--- config.mk ---
export PLATFORM = sky130hd
export DESIGN_NAME = pe_nic_flat
export DESIGN_NICKNAME = d
export VERILOG_FILES = /design/src/rtl/pe_nic_if.sv /design/src/rtl/pe_nic.sv /design/src/flat_wrapper.sv
export SDC_FILE = /design/constraint.sdc
export NUM_CORES = 1
export LEC_CHECK = 0
export CORE_MARGIN = 2
export CORE_UTILIZATION = 42
export CTS_CLUSTER_DIAMETER = 40
export DETAILED_ROUTE_END_ITERATION = 8
export PLACE_DENSITY = 0.81
export SYNTH_ARGS = -nofsm -noshare
export SYNTH_HDL_FRONTEND = slang
export SYNTH_SLANG_ARGS = --single-unit
--- constraint.sdc ---
create_clock -name clk -period 1.6 [get_ports clk]
set_input_delay 0.24 -clock clk [delete_from_list [all_inputs] [get_ports clk]]
set_output_delay 0.24 -clock clk [all_outputs]
set_load 0.005 [all_outputs]
--- src/rtl/pe_nic_if.sv ---
// Bus bundle between the NIC and its two neighbours: the processor register
// port and the router PE port. The NIC takes the slave side; the processor
// and router models (or the bench) take the master side.
interface pe_nic_if #(
  parameter int DATA_WIDTH = 64
);
  // processor register port
  logic [1:0]            addr;
  logic [DATA_WIDTH-1:0] d_in;
  logic [DATA_WIDTH-1:0] d_out;
  logic                  nicEn;
  logic                  nicWrEn;
  // router PE port, NIC -> router
  logic                  net_so;
  logic                  net_ro;
  logic [DATA_WIDTH-1:0] net_do;
  // router PE port, router -> NIC
  logic                  net_si;
  logic                  net_ri;
  logic [DATA_WIDTH-1:0] net_di;
  logic                  net_polarity;

  modport slave (
    input  addr, d_in, nicEn, nicWrEn,
    input  net_ro, net_si, net_di, net_polarity,
    output d_out, net_so, net_do, net_ri
  );

  modport master (
    output addr, d_in, nicEn, nicWrEn,
    output net_ro, net_si, net_di, net_polarity,
    input  d_out, net_so, net_do, net_ri
  );
endinterface

--- src/rtl/pe_nic.sv ---
// Network interface between a processing element and a mesh router PE port.
// One single-entry buffer per direction, each with a full flag, exposed to
// the processor through a 4-register memory map. Packets pass through
// unmodified; the VC bit (MSB) gates transmission against router polarity.
module pe_nic #(
  parameter int DATA_WIDTH = 64
) (
  input  logic     clk,
  input  logic     reset,
  pe_nic_if.slave  bus
);

  localparam logic [1:0] A_IN_BUF  = 2'b00;
  localparam logic [1:0] A_IN_ST   = 2'b01;
  localparam logic [1:0] A_OUT_BUF = 2'b10;
  localparam logic [1:0] A_OUT_ST  = 2'b11;
  localparam int         VC_BIT    = DATA_WIDTH - 1;

  logic [DATA_WIDTH-1:0] in_buf;
  logic                  in_full;
  logic [DATA_WIDTH-1:0] out_buf;
  logic                  out_full;

  logic rd_en;
  logic wr_en;
  logic out_wr;
  logic in_drain;
  logic send;
  logic accept;

  // Access decode and handshake strobes; all purely from registered state
  // plus current inputs, so the router sees no same-cycle buffer bypass.
  always_comb begin
    rd_en    = bus.nicEn & ~bus.nicWrEn;
    wr_en    = bus.nicEn &  bus.nicWrEn;
    out_wr   = wr_en & (bus.addr == A_OUT_BUF) & ~out_full;
    in_drain = rd_en & (bus.addr == A_IN_BUF) & in_full;
    send     = out_full & bus.net_ro & (bus.net_polarity == out_buf[VC_BIT]);
    accept   = bus.net_si & ~in_full;
  end

  assign bus.net_so = send;
  assign bus.net_do = out_buf;
  assign bus.net_ri = ~in_full;

  // Register read mux; d_out is forced to zero whenever no read is active.
  always_comb begin
    bus.d_out = '0;
    if (rd_en) begin
      unique case (bus.addr)
        A_IN_BUF:  bus.d_out = in_buf;
        A_IN_ST:   bus.d_out = {{(DATA_WIDTH-1){1'b0}}, in_full};
        A_OUT_BUF: bus.d_out = out_buf;
        A_OUT_ST:  bus.d_out = {{(DATA_WIDTH-1){1'b0}}, out_full};
        default:   bus.d_out = '0;
      endcase
    end
  end

  // Transmit channel: processor fills, router drains on a matching-polarity
  // strobe. A write in the send cycle sees out_full=1 and is dropped.
  always_ff @(posedge clk) begin
    if (reset) begin
      out_buf  <= '0;
      out_full <= 1'b0;
    end else if (send) begin
      out_full <= 1'b0;
    end else if (out_wr) begin
      out_buf  <= bus.d_in;
      out_full <= 1'b1;
    end
  end

  // Receive channel: router fills only while empty, processor drains by
  // reading the buffer. The data stays readable after the drain.
  always_ff @(posedge clk) begin
    if (reset) begin
      in_buf  <= '0;
      in_full <= 1'b0;
    end else if (accept) begin
      in_buf  <= bus.net_di;
      in_full <= 1'b1;
    end else if (in_drain) begin
      in_full <= 1'b0;
    end
  end

  // Handshake sanity properties (checked in simulation only).
  a_send_gated: assert property (@(posedge clk) disable iff (reset)
    bus.net_so |-> (bus.net_ro && out_full))
    else $error("net_so without ready or buffered packet");
  a_send_clears: assert property (@(posedge clk) disable iff (reset)
    bus.net_so |=> !out_full)
    else $error("out_full not cleared after send");
  a_accept_fills: assert property (@(posedge clk) disable iff (reset)
    (bus.net_si && bus.net_ri) |=> in_full)
    else $error("in_full not set after delivery");

endmodule

--- src/flat_wrapper.sv ---
// flat-port wrapper written by rule: the top's interface ports become plain ports
module pe_nic_flat 
#(
  parameter int DATA_WIDTH = 64
)
  (clk, reset, bus_addr, bus_d_in, bus_nicEn, bus_nicWrEn, bus_net_ro, bus_net_si, bus_net_di, bus_net_polarity, bus_d_out, bus_net_so, bus_net_do, bus_net_ri);
  pe_nic_if #(.DATA_WIDTH(DATA_WIDTH)) bus_i ();
  input  logic clk;
  input  logic reset;
  input wire logic [$bits(bus_i.addr)-1:0] bus_addr;
  input wire logic [$bits(bus_i.d_in)-1:0] bus_d_in;
  input wire logic [$bits(bus_i.nicEn)-1:0] bus_nicEn;
  input wire logic [$bits(bus_i.nicWrEn)-1:0] bus_nicWrEn;
  input wire logic [$bits(bus_i.net_ro)-1:0] bus_net_ro;
  input wire logic [$bits(bus_i.net_si)-1:0] bus_net_si;
  input wire logic [$bits(bus_i.net_di)-1:0] bus_net_di;
  input wire logic [$bits(bus_i.net_polarity)-1:0] bus_net_polarity;
  output wire logic [$bits(bus_i.d_out)-1:0] bus_d_out;
  output wire logic [$bits(bus_i.net_so)-1:0] bus_net_so;
  output wire logic [$bits(bus_i.net_do)-1:0] bus_net_do;
  output wire logic [$bits(bus_i.net_ri)-1:0] bus_net_ri;
  assign bus_i.addr = bus_addr;
  assign bus_i.d_in = bus_d_in;
  assign bus_i.nicEn = bus_nicEn;
  assign bus_i.nicWrEn = bus_nicWrEn;
  assign bus_i.net_ro = bus_net_ro;
  assign bus_i.net_si = bus_net_si;
  assign bus_i.net_di = bus_net_di;
  assign bus_i.net_polarity = bus_net_polarity;
  assign bus_d_out = bus_i.d_out;
  assign bus_net_so = bus_i.net_so;
  assign bus_net_do = bus_i.net_do;
  assign bus_net_ri = bus_i.net_ri;
  pe_nic #(.DATA_WIDTH(DATA_WIDTH)) u_core (.clk(clk), .reset(reset), .bus(bus_i));
endmodule
==> metrics <==
outcome finished with violations; violated checks negative setup slack; FF/Latch Area 2609 um2; clock root buffer master clkbuf_16; Multi-input gate area 2968 um2; Via density 5.066; NumNets Final 1,106; Remaining DRCs 0; CP max FO 5; met3 usage 0.05344; hpwl dp 12.56 mm; Final Critical Period 1765 ps; Psw 1.876 mW; Clock Power Share 0.442; initial drt markers 402; number of max-cap violations 0; Final setup viols 48; GRT Resource Usage Total 0.2709; initial antenna violation count 0; Tcrit/Tclk final 1.103; RSZ-0062 raised after global routing yes; largest net degree at the start of global routing 76; CTS Hold Buffers Added 0; Reg clk slew, reported paths 50 ps; vias in the first global route 5,755; first drt pass iteration count 4; ant diodes 0; Synth Net Count 786; die footprint 14,990 um2; most frequent CP cell buf_6; headroom to the max-slew limit 0.8098; Yosys reg bits 130; P&R area growth vs syn 70.21%; fill count 1,031; peak supply drop 0.6218 mV; Core Rows 43; endpoints failing hold 0; met2 Track Usage GR 0.4674; Port Buffer Count 266; CP Class in -> out; fin area 10,020 um2; max-slew violations 0; pwr dens 825.2 nW/um2; pre-CTS setup slack -773.5 ps; Worst setup SP type primary input; Congestion Overflow GR 0; Critical Path AT 1520 ps; routability cong. 0.8077; H-tree levels 4; Post-Synthesis Cell Area 5889 um2; commonest non-fill, non-tap cell in the layout clkdlybuf4s50_1; FF-to-FF Start u_core.in_full; Cell Area, Placed 8840 um2; cell family with the largest share of critical-path delay buffers and inverters; Max Buffers Root-to-Sink 2; worst path bufs/invs 8; Worst-Margin Slew 285.4 ps; fraction of layout cells with a size suffix above 1 0.2043; slowest stage delay, CP 160 ps; Seq/Total Area, Yosys 0.4419; critical-path cell list buf_6, nand2b_4, nor3_4, buf_8, buf_6, buf_6, buf_12, buf_16, buf_12, a22o_1, buf_2; critical path startpoint bus_nicWrEn; I/O Pins 267; Required @ worst endpoint 1360 ps; hold_sp bus_nicWrEn; Pint 6.396 mW; Starting Density 0.4276; total clock buffers created by CTS 17; die span in x 122.4 um; syn avg cell area 9.075 um2; antenna violation net count after detailed routing 0; first-pass GRT wire length 30.95 mm; clock latency on the worst-skew pair 400 ps; busiest layer in global routing met2; fmax 0.5667 GHz; leak pwr 4.054 nW; via count 5,872; CTS tree done; commonest non-fill, non-tap cells in the layout 191 x clkdlybuf4s50_1, 129 x nand2_1, 128 x nand2b_1; CP Capture Type output port; slowest CP cell nor3_4; Netlist cell types 23; dpl cells 1,071; fin cells 1,159; DR WL/cell 18.32 um; Setup TNS -3515 ps; clock skew 5.952 ps; final WL 21.23 mm; Tot Pwr 8.272 mW; Die Y 122.4 um; type of the worst min-delay path in -> reg; Mapped Cells 649; core area 13,770 um2; synth warn 0; Seq pwr share 0.419; met1 Usage GRT 0.3276; Sw Ratio 0.2268; setup ws final -164.5 ps; Gate power share 0.140; clock sinks 130
cell usage after synthesis:
cell	n	area [um2]
a21oi_1	64	320.3
mux2i_1	64	640.6
nor2_1	1	3.750
a22o_1	63	551.8
and3_1	1	6.260
dfxtp_1	130	2603
mux4_1	1	26.28
nand2_1	129	484.2
buf_1	1	3.750
nor3_2	1	10.01
nor3_4	1	16.27
nor2_2	1	6.260
a211oi_1	2	15.01
buf_2	29	145.1
nand2b_1	130	813.3
inv_1	2	7.510
clkbuf_1	17	63.81
buf_6	1	11.26
nand2b_4	1	13.76
nor2b_1	2	12.51
xnor2_1	1	8.760
or3_1	1	6.260
buf_12	6	120.1
power groups by stage:
stage | sequential (mW) | clock, mW | combinational, mW
3_5_place_dp | 3.52 | 0 | 1.01
4_1_cts | 3.46 | 3.69 | 1.14
2_1_floorplan | 3.50 | 0 | 0.427
5_1_grt | 3.47 | 3.87 | 1.25
3_3_place_gp | 3.52 | 0 | 0.995
6_report | 3.46 | 3.65 | 1.16
repair_timing:
item                       4_1_cts  5_1_grt
gates cloned                    11        6
buffers inserted                48       10
setup endpoints to repair       68       71
resized for setup              328       21
pin swaps                       49       13
path summary, 6_finish.rpt:
path                            end  slack [ps]  cells after the start
setup / recovery      bus_d_out[25]        -160                     11
hold / removal      u_core.out_full         320                      4
setup reg to reg  u_core.in_buf[44]         280                      5
hold reg to reg   u_core.in_buf[33]         450                      2
through the flow:
step,util,hold slack (ps)
2_1_floorplan,-,376.0
3_3_place_gp,0.6418,442.5
3_5_place_dp,0.6418,448.5
4_1_cts,0.7236,297.0
5_1_grt,0.7278,334.6
6_report,0.7278,315.3
area by class of cell:
cell class / count / area share
well taps: 180 / 0.02247
inverters: 2 / 0.0007489
clock inverters: 5 / 0.005242
clock buffers: 24 / 0.05005
repair buffers: 355 / 0.3652
flip-flops and latches: 130 / 0.2602
multi-input cells: 463 / 0.2961
flip-flops by register name (all words and copies together) (netlist names):
register and cells:
u_core.out_full 1, u_core.in_full 1, u_core.bus.net_do 64, u_core.in_buf 64
cells by family after synthesis:
logic type             after synthesis  synth area share
multiplexers                        65            0.1132
buffers and inverters               56           0.05970
XOR/XNOR                             1          0.001487
AND/OR/NAND/NOR                    268            0.2331
flip-flops                         130            0.4419
AO/OA/AOI/OAI                      129            0.1506
routing by layer:
metal  up-vias  share of wire
li1       2828              -
met1      2807           0.40
met2       211           0.52
met3        26          0.058
met4         0          0.022
met5         -              0
worst min-delay path: stages:
cell and delay, ps:
buf_6 90, nand2_1 140, or3_1 130, a211oi_1 60
Note: power is estimated with default switching activity, not from simulation.
